$ cat src/rtl/motor_pkg.sv
// rtl/motor_pkg.sv - shared widths, FSM states and command magnitude helper
package motor_pkg;

  localparam int DUTY_W = 10;
  localparam int CMD_W  = 11;
  localparam logic [DUTY_W-1:0] DUTY_MAX = 10'h3FF;

  typedef enum logic [1:0] {
    IDLE  = 2'd0,
    RUN   = 2'd1,
    DECEL = 2'd2,
    HOLD  = 2'd3
  } state_e;

  // Two's-complement magnitude; -1024 has no positive twin and clamps to DUTY_MAX.
  function automatic logic [DUTY_W-1:0] sat_abs(input logic signed [CMD_W-1:0] v);
    logic [CMD_W-1:0] u;
    logic [CMD_W-1:0] mag;
    u   = v;
    mag = u[CMD_W-1] ? (~u + 11'd1) : u;
    if (mag > {1'b0, DUTY_MAX}) begin
      return DUTY_MAX;
    end
    return mag[DUTY_W-1:0];
  endfunction

endpackage

$ cat src/rtl/motor_duty_ramp_slew_step.sv
// rtl/motor_duty_ramp_slew_step.sv - one slew-limited step of cur toward goal
module slew_step
  import motor_pkg::*;
#(
  parameter int STEP = 16
) (
  input  logic [DUTY_W-1:0] cur_i,
  input  logic [DUTY_W-1:0] goal_i,
  output logic [DUTY_W-1:0] nxt_o
);

  localparam logic [CMD_W-1:0] STEP_W = CMD_W'(STEP);

  logic [CMD_W-1:0] cur_w;
  logic [CMD_W-1:0] goal_w;
  logic [CMD_W-1:0] up_w;
  logic [CMD_W-1:0] dn_w;
  logic [CMD_W-1:0] lim_w;

  // One spare bit keeps cur+STEP and goal+STEP from wrapping near full scale.
  always_comb begin
    cur_w  = {1'b0, cur_i};
    goal_w = {1'b0, goal_i};
    up_w   = cur_w + STEP_W;
    dn_w   = cur_w - STEP_W;
    lim_w  = goal_w + STEP_W;
    nxt_o  = cur_i;
    if (cur_w < goal_w) begin
      nxt_o = (up_w < goal_w) ? up_w[DUTY_W-1:0] : goal_i;
    end else if (cur_w > goal_w) begin
      nxt_o = (cur_w > lim_w) ? dn_w[DUTY_W-1:0] : goal_i;
    end
  end

endmodule

$ cat src/rtl/motor_duty_ramp.sv
// rtl/motor_duty_ramp.sv - period-aligned slew-limited duty with safe direction reversal
module motor_duty_ramp
  import motor_pkg::*;
#(
  parameter int STEP         = 16,
  parameter int HOLD_PERIODS = 2,
  parameter int PERIOD_BITS  = 10
) (
  input  logic                     clk,
  input  logic                     rst_n,
  input  logic signed [CMD_W-1:0]  cmd,
  input  logic                     cmd_vld,
  input  logic                     en,
  output logic [DUTY_W-1:0]        duty,
  output logic                     dir,
  output logic                     period_strb,
  output logic                     at_target,
  output logic                     rev_busy
);

  localparam int HC_W = (HOLD_PERIODS > 1) ? $clog2(HOLD_PERIODS) : 1;
  localparam logic [HC_W-1:0] HOLD_LAST = HC_W'(HOLD_PERIODS - 1);

  logic [PERIOD_BITS-1:0] pcnt_q, pcnt_d;
  logic [DUTY_W-1:0]      duty_q;
  logic                   dir_q;
  logic [DUTY_W-1:0]      tgt_mag_q, tgt_mag_d;
  logic                   tgt_dir_q, tgt_dir_d;
  logic [HC_W-1:0]        hold_cnt_q;
  state_e                 state_q;

  logic                   strobe;
  logic                   dir_match;
  logic                   hold_done;
  logic [DUTY_W-1:0]      goal_mag;
  logic [DUTY_W-1:0]      slew_nxt;

  assign strobe    = &pcnt_q;
  assign dir_match = (dir_q == tgt_dir_q);
  assign hold_done = (hold_cnt_q == HOLD_LAST);

  // The goal is the target only when the move ends facing the target direction.
  always_comb begin
    goal_mag = '0;
    if (state_q != IDLE && (dir_match || (state_q == HOLD && hold_done))) begin
      goal_mag = tgt_mag_q;
    end
  end

  always_comb begin
    pcnt_d    = pcnt_q + 1'b1;
    tgt_mag_d = tgt_mag_q;
    tgt_dir_d = tgt_dir_q;
    if (cmd_vld) begin
      tgt_mag_d = sat_abs(cmd);
      if (cmd != '0) begin
        tgt_dir_d = cmd[CMD_W-1];
      end
    end
  end

  slew_step #(.STEP(STEP)) u_slew (
    .cur_i  (duty_q),
    .goal_i (goal_mag),
    .nxt_o  (slew_nxt)
  );

  always_ff @(posedge clk) begin
    if (!rst_n) begin
      pcnt_q     <= '0;
      duty_q     <= '0;
      dir_q      <= 1'b0;
      tgt_mag_q  <= '0;
      tgt_dir_q  <= 1'b0;
      hold_cnt_q <= '0;
      state_q    <= IDLE;
    end else begin
      pcnt_q    <= pcnt_d;
      tgt_mag_q <= tgt_mag_d;
      tgt_dir_q <= tgt_dir_d;
      if (!en) begin
        duty_q     <= '0;
        hold_cnt_q <= '0;
        state_q    <= IDLE;
      end else begin
        case (state_q)
          IDLE: state_q <= RUN;
          RUN: begin
            if (strobe) begin
              duty_q <= slew_nxt;
              if (!dir_match) begin
                hold_cnt_q <= '0;
                state_q    <= (slew_nxt == '0) ? HOLD : DECEL;
              end
            end
          end
          DECEL: begin
            if (strobe) begin
              duty_q <= slew_nxt;
              if (dir_match) begin
                state_q <= RUN;
              end else if (slew_nxt == '0) begin
                hold_cnt_q <= '0;
                state_q    <= HOLD;
              end
            end
          end
          HOLD: begin
            if (strobe) begin
              if (dir_match || hold_done) begin
                dir_q   <= tgt_dir_q;
                duty_q  <= slew_nxt;
                state_q <= RUN;
              end else begin
                hold_cnt_q <= hold_cnt_q + 1'b1;
              end
            end
          end
          default: state_q <= IDLE;
        endcase
      end
    end
  end

  assign duty        = duty_q;
  assign dir         = dir_q;
  assign period_strb = strobe;
  assign at_target   = (state_q == RUN) && (duty_q == tgt_mag_q) && dir_match;
  assign rev_busy    = (state_q == DECEL) || (state_q == HOLD);

endmodule

$ cat config.mk
export PLATFORM = sky130hd
export DESIGN_NAME = motor_duty_ramp
export DESIGN_NICKNAME = d
export VERILOG_FILES = /design/src/rtl/motor_pkg.sv /design/src/rtl/motor_duty_ramp_slew_step.sv /design/src/rtl/motor_duty_ramp.sv
export SDC_FILE = /design/constraint.sdc
export NUM_CORES = 1
export LEC_CHECK = 0
export BUFFER_PORTS_ARGS = -buffer_cell sky130_fd_sc_hd__buf_2
export CAP_MARGIN = 40
export CELL_PAD_IN_SITES_DETAIL_PLACEMENT = 1
export CELL_PAD_IN_SITES_GLOBAL_PLACEMENT = 1
export CORE_UTILIZATION = 49
export DETAILED_ROUTE_END_ITERATION = 7
export GPL_TIMING_DRIVEN = 0
export PLACE_DENSITY = 0.83
export SKIP_CTS_REPAIR_TIMING = 1
export SYNTH_ARGS = -nofsm -noshare
export SYNTH_HDL_FRONTEND = slang
export SYNTH_SLANG_ARGS = --single-unit
$ cat constraint.sdc
create_clock -name clk -period 11.2 [get_ports clk]
set_input_delay 2.24 -clock clk [delete_from_list [all_inputs] [get_ports clk]]
set_output_delay 2.24 -clock clk [all_outputs]
set_load 0.1 [all_outputs]
==> results of run 1 <==
worst paths after layout:
kind,to,slack (ns),depth (start not counted)
worst max register to register,state_q[0]$_SDFFE_PN0P_,5.52,20
worst min-delay path,pcnt_q[0]$_SDFF_PN0_,0.45,1
worst min register to register,pcnt_q[0]$_SDFF_PN0_,0.45,1
worst max-delay path,state_q[0]$_SDFFE_PN0P_,5.52,20
power breakdown:
part	switching [mW]	internal, mW	total, mW
sequential	0.00594	0.129	0.135
combinational	0.0660	0.0407	0.107
clock	0.0552	0.0733	0.129
total	0.127	0.243	0.370
worst max-delay path, cell delays in order (launching register included):
cell      delay (ns)
dfxtp_1         0.41
ha_1            0.26
nand2_1         0.10
a21oi_1         0.41
clkbuf_1        0.44
nand2_1         0.28
inv_1           0.20
ha_1            0.22
nand2_1         0.12
nor2_1          0.13
xor2_1          0.08
ha_1            0.30
and3_2          0.22
nand4_1         0.18
nand2b_1        0.30
a21oi_2         0.33
mux2i_1         0.12
a221oi_1        0.50
o21bai_1        0.16
or4_1           0.57
a221oi_2        0.24
synth_stat cells (7+ instances only):
| cell type | n | area share |
|---|---|---|
| a21oi_1 | 28 | 0.044 |
| and2_1 | 9 | 0.018 |
| and3_1 | 7 | 0.014 |
| clkbuf_1 | 9 | 0.011 |
| dfxtp_1 | 35 | 0.22 |
| ha_1 | 31 | 0.12 |
| inv_1 | 16 | 0.019 |
| mux2i_1 | 7 | 0.022 |
| nand2_1 | 34 | 0.040 |
| nand3_1 | 15 | 0.024 |
| nand4_1 | 8 | 0.016 |
| nor2_1 | 19 | 0.022 |
| nor3_1 | 12 | 0.019 |
| o21ai_0 | 22 | 0.035 |
| or3_1 | 9 | 0.018 |
| xnor2_1 | 21 | 0.058 |
| xor2_1 | 12 | 0.033 |
logic make-up after synthesis:
logic type	after synthesis
simple gates	140
compound gates	108
flops	35
xor+xnor	34
buf+inv	32
fa+ha+maj	31
mux	7
flip-flops by register name, indices dropped and copies added, names as in the netlist:
| name | cells |
|---|---|
| duty | 10 |
| pcnt_q | 10 |
| tgt_mag_q | 10 |
| state_q | 2 |
| dir | 1 |
| hold_cnt_q | 1 |
| tgt_dir_q | 1 |
per-stage QoR:
stage / setup WS, ns / power (mW)
after floorplan: 5.35 / 0.213
after global placement: 5.79 / 0.237
after detailed placement: 5.71 / 0.241
after CTS: 5.62 / 0.369
after global routing: 5.10 / 0.385
final: 5.52 / 0.370
metal layers:
metal  wire length, um  up-vias  part of all wire
met3               502       28             0.052
met4               218        0             0.022
met2              4690       99              0.48
met5                 0        -                 0
li1                  -     1502                 -
met1              4300     1529              0.44
cell type report:
cell class                      instances  area [sq um]
Tap cell                               75          93.8
Sequential cell                        35           701
Clock buffer                            6          82.6
Buffer                                 16          95.1
Inverter                               16          60.1
Multi-Input combinational cell        320          2310
Fill cell                             778          2570
Clock inverter                          2          38.8
Timing Repair Buffer                   28           140
==> impl_metrics.env, run 1 <==
export IMPL_period_needed_ns=5.68
export IMPL_synth_xor_xnor_area_share=0.0963
export IMPL_wl_mm=9.71
export IMPL_cap_violations=0
export IMPL_hold_viol_final=0
export IMPL_drv_slew=0
export IMPL_synthSimpleGateAreaFrac=0.229
export IMPL_grt_overflow_total=0
export IMPL_setup_viol=0
export IMPL_fin_tns_setup_ns=0
export IMPL_synth_top_family_by_area="compound AO/OA/AOI/OAI gates"
export IMPL_slew_headroom=0.492
export IMPL_synth_nets=433
export IMPL_grtUsageMet1=0.381
export IMPL_clock_latency_ns=0.30
export IMPL_start_kind="flop"
export IMPL_first_iter_violations=160
export IMPL_worst_slew_pin_slew_ns=0.761
export IMPL_synth_edf_count=0
export IMPL_drc=0
export IMPL_h_tree_depth=2
export IMPL_fin_area_sq_mm=0.00353
export IMPL_p_per_area_mw_per_mm2=105
export IMPL_critPathLaunch="state_q[1]$_SDFFE_PN0P_"
export IMPL_synth_mux_area_fraction=0.0221
export IMPL_synth_distinct_cells=73
export IMPL_cts_made_buffers=5
export IMPL_rsz0062_at_grt="false"
export IMPL_mostFrequentLayoutCell="dfxtp_1"
export IMPL_avgViaCountPerCell=6.34
export IMPL_track_usage=0.310
export IMPL_vias=3158
export IMPL_ys_seq_area_frac=0.221
export IMPL_holdCritStartpoint="pcnt_q[0]$_SDFF_PN0_"
export IMPL_synth_warning_count=0
export IMPL_wl_per_cell_um=19.5
export IMPL_routabilityCongestion=0.922
export IMPL_ioPinCount=29
export IMPL_clock_path_buffers=2
export IMPL_synth_compound_area_frac=0.260
export IMPL_finalCritPeriodShare=0.507
export IMPL_dieArea_sq_mm=0.00680
export IMPL_cts_tree="yes"
export IMPL_final_cell_mix="dfxtp_1 (35), nand2_1 (34), ha_1 (31)"
export IMPL_layout_nets=468
export IMPL_diodes=0
export IMPL_place_area_sq_mm=0.00340
export IMPL_worstPathArrival_ns=5.90
export IMPL_path_class="reg -> reg"
export IMPL_synth_area_sq_mm=0.00317
export IMPL_clock_root_buffer="clkbuf_8"
export IMPL_final_setup_skew_ns=0.00646
export IMPL_ys_flop_type="dfxtp_1"
export IMPL_synthAdderAreaFrac=0.122
export IMPL_ant_nets=0
export IMPL_grt_max_degree=13
export IMPL_area_delta_synth_final_pct=11.2
export IMPL_status="completed"
export IMPL_instances_no_fill=498
export IMPL_dr_pass1_iters=5
export IMPL_grt_use_met2=0.544
export IMPL_dp_hpwl_mm=7.47
export IMPL_critPathRequiredTime_ns=11.42
export IMPL_leakagePower_nw=1.44
export IMPL_rows=28
export IMPL_drive_above_1_share=0.163
export IMPL_syn_instance_count=387
export IMPL_start_util=0.520
export IMPL_hold_slack_ns=0.453
export IMPL_cp_end_kind="flop"
export IMPL_worstReg2RegStart="state_q[1]$_SDFFE_PN0P_"
export IMPL_hold_class="reg -> reg"
export IMPL_antenna_found_initial=0
export IMPL_chipWidth_um=82.4
export IMPL_crit_fanout=10
export IMPL_async_flop_share=0
export IMPL_clock_sinks=35
export IMPL_grt_pass1_wl_mm=15.5
export IMPL_syn_mean_instance_area_sq_um=8.19
export IMPL_fmax_ghz=0.176
export IMPL_die_h_um=82.4
export IMPL_ys_seq_elements=35
export IMPL_core_area_sq_mm=0.00610
export IMPL_met3_usage=0.0484
export IMPL_port_buffers=28
export IMPL_utilization=0.578
export IMPL_busiest_layer="met2"
export IMPL_grt_pass1_vias=3129
export IMPL_placed_cells=490
export IMPL_path_clk_slew_ns=0.08
export IMPL_ir_worst_vdd_uv=67.8
No activity file was read; power rests on OpenSTA's default activity.
==> run 2: changes to the inputs <==
--- a/config.mk
+++ b/config.mk
@@ -5,14 +5,15 @@
 export SDC_FILE = /design/constraint.sdc
 export NUM_CORES = 1
 export LEC_CHECK = 0
+export ABC_AREA = 1
 export BUFFER_PORTS_ARGS = -buffer_cell sky130_fd_sc_hd__buf_2
 export CAP_MARGIN = 40
 export CELL_PAD_IN_SITES_DETAIL_PLACEMENT = 1
 export CELL_PAD_IN_SITES_GLOBAL_PLACEMENT = 1
-export CORE_UTILIZATION = 49
+export CORE_UTILIZATION = 43
 export DETAILED_ROUTE_END_ITERATION = 7
 export GPL_TIMING_DRIVEN = 0
-export PLACE_DENSITY = 0.83
+export PLACE_DENSITY = 0.77
 export SKIP_CTS_REPAIR_TIMING = 1
 export SYNTH_ARGS = -nofsm -noshare
 export SYNTH_HDL_FRONTEND = slang
==> constraint.sdc (replaced) <==
create_clock -name clk -period 5.85 [get_ports clk]
set_input_delay 1.17 -clock clk [delete_from_list [all_inputs] [get_ports clk]]
set_output_delay 1.17 -clock clk [all_outputs]
set_load 0.1 [all_outputs]
==> impl_metrics.env, run 2 <==
export IMPL_hold_class="reg -> reg"
export IMPL_ioPinCount=29
export IMPL_clock_latency_ns=0.30
export IMPL_grt_overflow_total=0
export IMPL_port_buffers=27
export IMPL_dr_pass1_iters=4
export IMPL_rows=31
export IMPL_slew_headroom=0.665
export IMPL_yosysMostFrequentCell="nand2_1"
export IMPL_hold_viol_final=0
export IMPL_critPathRequiredTime_ns=6.05
export IMPL_synth_warning_count=0
export IMPL_antenna_found_initial=0
export IMPL_clock_sinks=35
export IMPL_worst_slew_pin_slew_ns=0.500
export IMPL_ys_flop_type="dfxtp_1"
export IMPL_synth_nets=555
export IMPL_finalCritPeriodShare=0.708
export IMPL_rsz0062_at_grt="false"
export IMPL_wl_per_cell_um=15.5
export IMPL_clock_root_buffer="clkbuf_8"
export IMPL_setup_viol=0
export IMPL_async_flop_share=0
export IMPL_h_tree_depth=2
export IMPL_routabilityCongestion=0.884
export IMPL_synth_edf_count=0
export IMPL_synth_area_sq_mm=0.00338
export IMPL_ys_seq_area_frac=0.207
export IMPL_track_usage=0.260
export IMPL_fin_tns_setup_ns=0
export IMPL_start_kind="flop"
export IMPL_die_h_um=90.7
export IMPL_fmax_ghz=0.241
export IMPL_synthTopCellsByArea="dfxtp_1 (21%), nand2_1 (12%), ha_1 (11%)"
export IMPL_instances_no_fill=643
export IMPL_wl_mm=10.0
export IMPL_crit_path_frequent_cell="nand2_1"
export IMPL_chipWidth_um=90.7
export IMPL_synthTopCellsByCount="nand2_1 (110), inv_1 (79), nor2_1 (51)"
export IMPL_diodes=0
export IMPL_vias=3420
export IMPL_ff_latch_area_sq_um=701
export IMPL_grt_max_degree=13
export IMPL_first_iter_violations=122
export IMPL_final_setup_skew_ns=0.00681
export IMPL_status="completed"
export IMPL_period_needed_ns=4.14
export IMPL_place_ws_ns=1.71
export IMPL_max_stage_delay_ns=0.39
export IMPL_postLayoutSetupSlackWorst_ns=1.71
export IMPL_placed_cells=635
export IMPL_syn_mean_instance_area_sq_um=6.64
export IMPL_ir_worst_vdd_uv=74.1
export IMPL_grt_pass1_vias=3409
export IMPL_drc=0
export IMPL_synth_top_cell_area_share=0.207
export IMPL_drive_above_1_share=0.147
export IMPL_dieArea_sq_mm=0.00822
export IMPL_fill_cells=1054
export IMPL_cts_made_buffers=5
export IMPL_ys_seq_elements=35
export IMPL_avgViaCountPerCell=5.32
export IMPL_clock_path_buffers=2
export IMPL_ant_nets=0
export IMPL_layout_nets=589
export IMPL_grt_pass1_wl_mm=16.9
export IMPL_cp_end_kind="flop"
export IMPL_multi_input_area_sq_mm=0.00228
export IMPL_dp_hpwl_mm=8.20
export IMPL_syn_instance_count=509
export IMPL_crit_fanout=10
export IMPL_final_cell_mix="nand2_1 (110), inv_1 (79), nor2_1 (51)"
export IMPL_leakagePower_nw=1.85
export IMPL_drv_slew=0
export IMPL_area_delta_synth_final_pct=10.6
export IMPL_synth_top_cell_by_area="dfxtp_1"
export IMPL_path_class="reg -> reg"
export IMPL_cts_tree="yes"
export IMPL_p_per_area_mw_per_mm2=198
export IMPL_synth_distinct_cells=41
export IMPL_core_area_sq_mm=0.00741
export IMPL_start_util=0.457
export IMPL_mostFrequentLayoutCell="nand2_1"
export IMPL_worstPathArrival_ns=4.34
export IMPL_cp_slowest_cell="dfxtp_1"
export IMPL_cap_violations=0
export IMPL_path_clk_slew_ns=0.08
-- run 2: layer usage --
layer	global-route usage	share of wire	wire (um)
met1	0.359	0.50	4990
met2	0.419	0.44	4420
met3	0.0429	0.043	427
met4	0.0618	0.017	165
met5	0	0	0
-- run 2: report_power, final --
part           total (mW)  switching, mW  internal, mW  leakage [nW]
sequential          0.256        0.00870         0.247         0.286
combinational       0.288          0.191        0.0974          1.51
clock               0.196         0.0999        0.0961        0.0474
-- run 2: area by class of cell --
| type | instances | area share |
|---|---|---|
| multi-input combinational | 380 | 0.610 |
| sequential | 35 | 0.187 |
| inverter | 84 | 0.0850 |
| timing repair buffer | 27 | 0.0361 |
| tap | 99 | 0.0331 |
| clock buffer | 6 | 0.0221 |
| buffer | 10 | 0.0221 |
| clock inverter | 2 | 0.00435 |
-- run 2: final timing paths --
check / start / depth (start not counted) / to / slack, ns
setup / recovery: state_q[0]$_SDFFE_PN0P_ / 28 / state_q[0]$_SDFFE_PN0P_ / 1.71
hold / removal: pcnt_q[0]$_SDFF_PN0_ / 1 / pcnt_q[0]$_SDFF_PN0_ / 0.46
setup reg to reg: state_q[0]$_SDFFE_PN0P_ / 28 / state_q[0]$_SDFFE_PN0P_ / 1.71
hold reg to reg: pcnt_q[0]$_SDFF_PN0_ / 1 / pcnt_q[0]$_SDFF_PN0_ / 0.46
-- run 2: logic make-up (layout without fill, tap and decap cells) --
group / after synthesis / count (layout) / share of synthesized area
DFF: 35 / 35 / 0.207
adders and majority gates: 31 / 31 / 0.115
xor gates and xnor gates: 26 / 26 / 0.0673
AOI/OAI and AO/OA: 75 / 75 / 0.141
buffers and inverters: 94 / 129 / 0.118
and+or+nand+nor: 248 / 248 / 0.351
-- run 2: critical path: cells and delay by family, from the launching register on --
family                   cells  cell delay, ns
AO/OA/AOI/OAI                4            0.49
adder cells (fa/ha/maj)      2            0.55
buffers and inverters        2            0.29
flip-flops                   1            0.39
AND/OR/NAND/NOR             20            2.28
-- run 2: metrics by stage --
step | hold WS (ns) | total power, mW | util | instance area [sq um]
floorplan | 0.418 | 0.477 | - | 3380
global placement | 0.438 | 0.540 | 0.491 | 3640
detailed placement | 0.452 | 0.548 | 0.491 | 3640
CTS | 0.464 | 0.748 | 0.505 | 3740
global route | 0.481 | 0.794 | 0.505 | 3740
finish | 0.464 | 0.740 | 0.505 | 3740
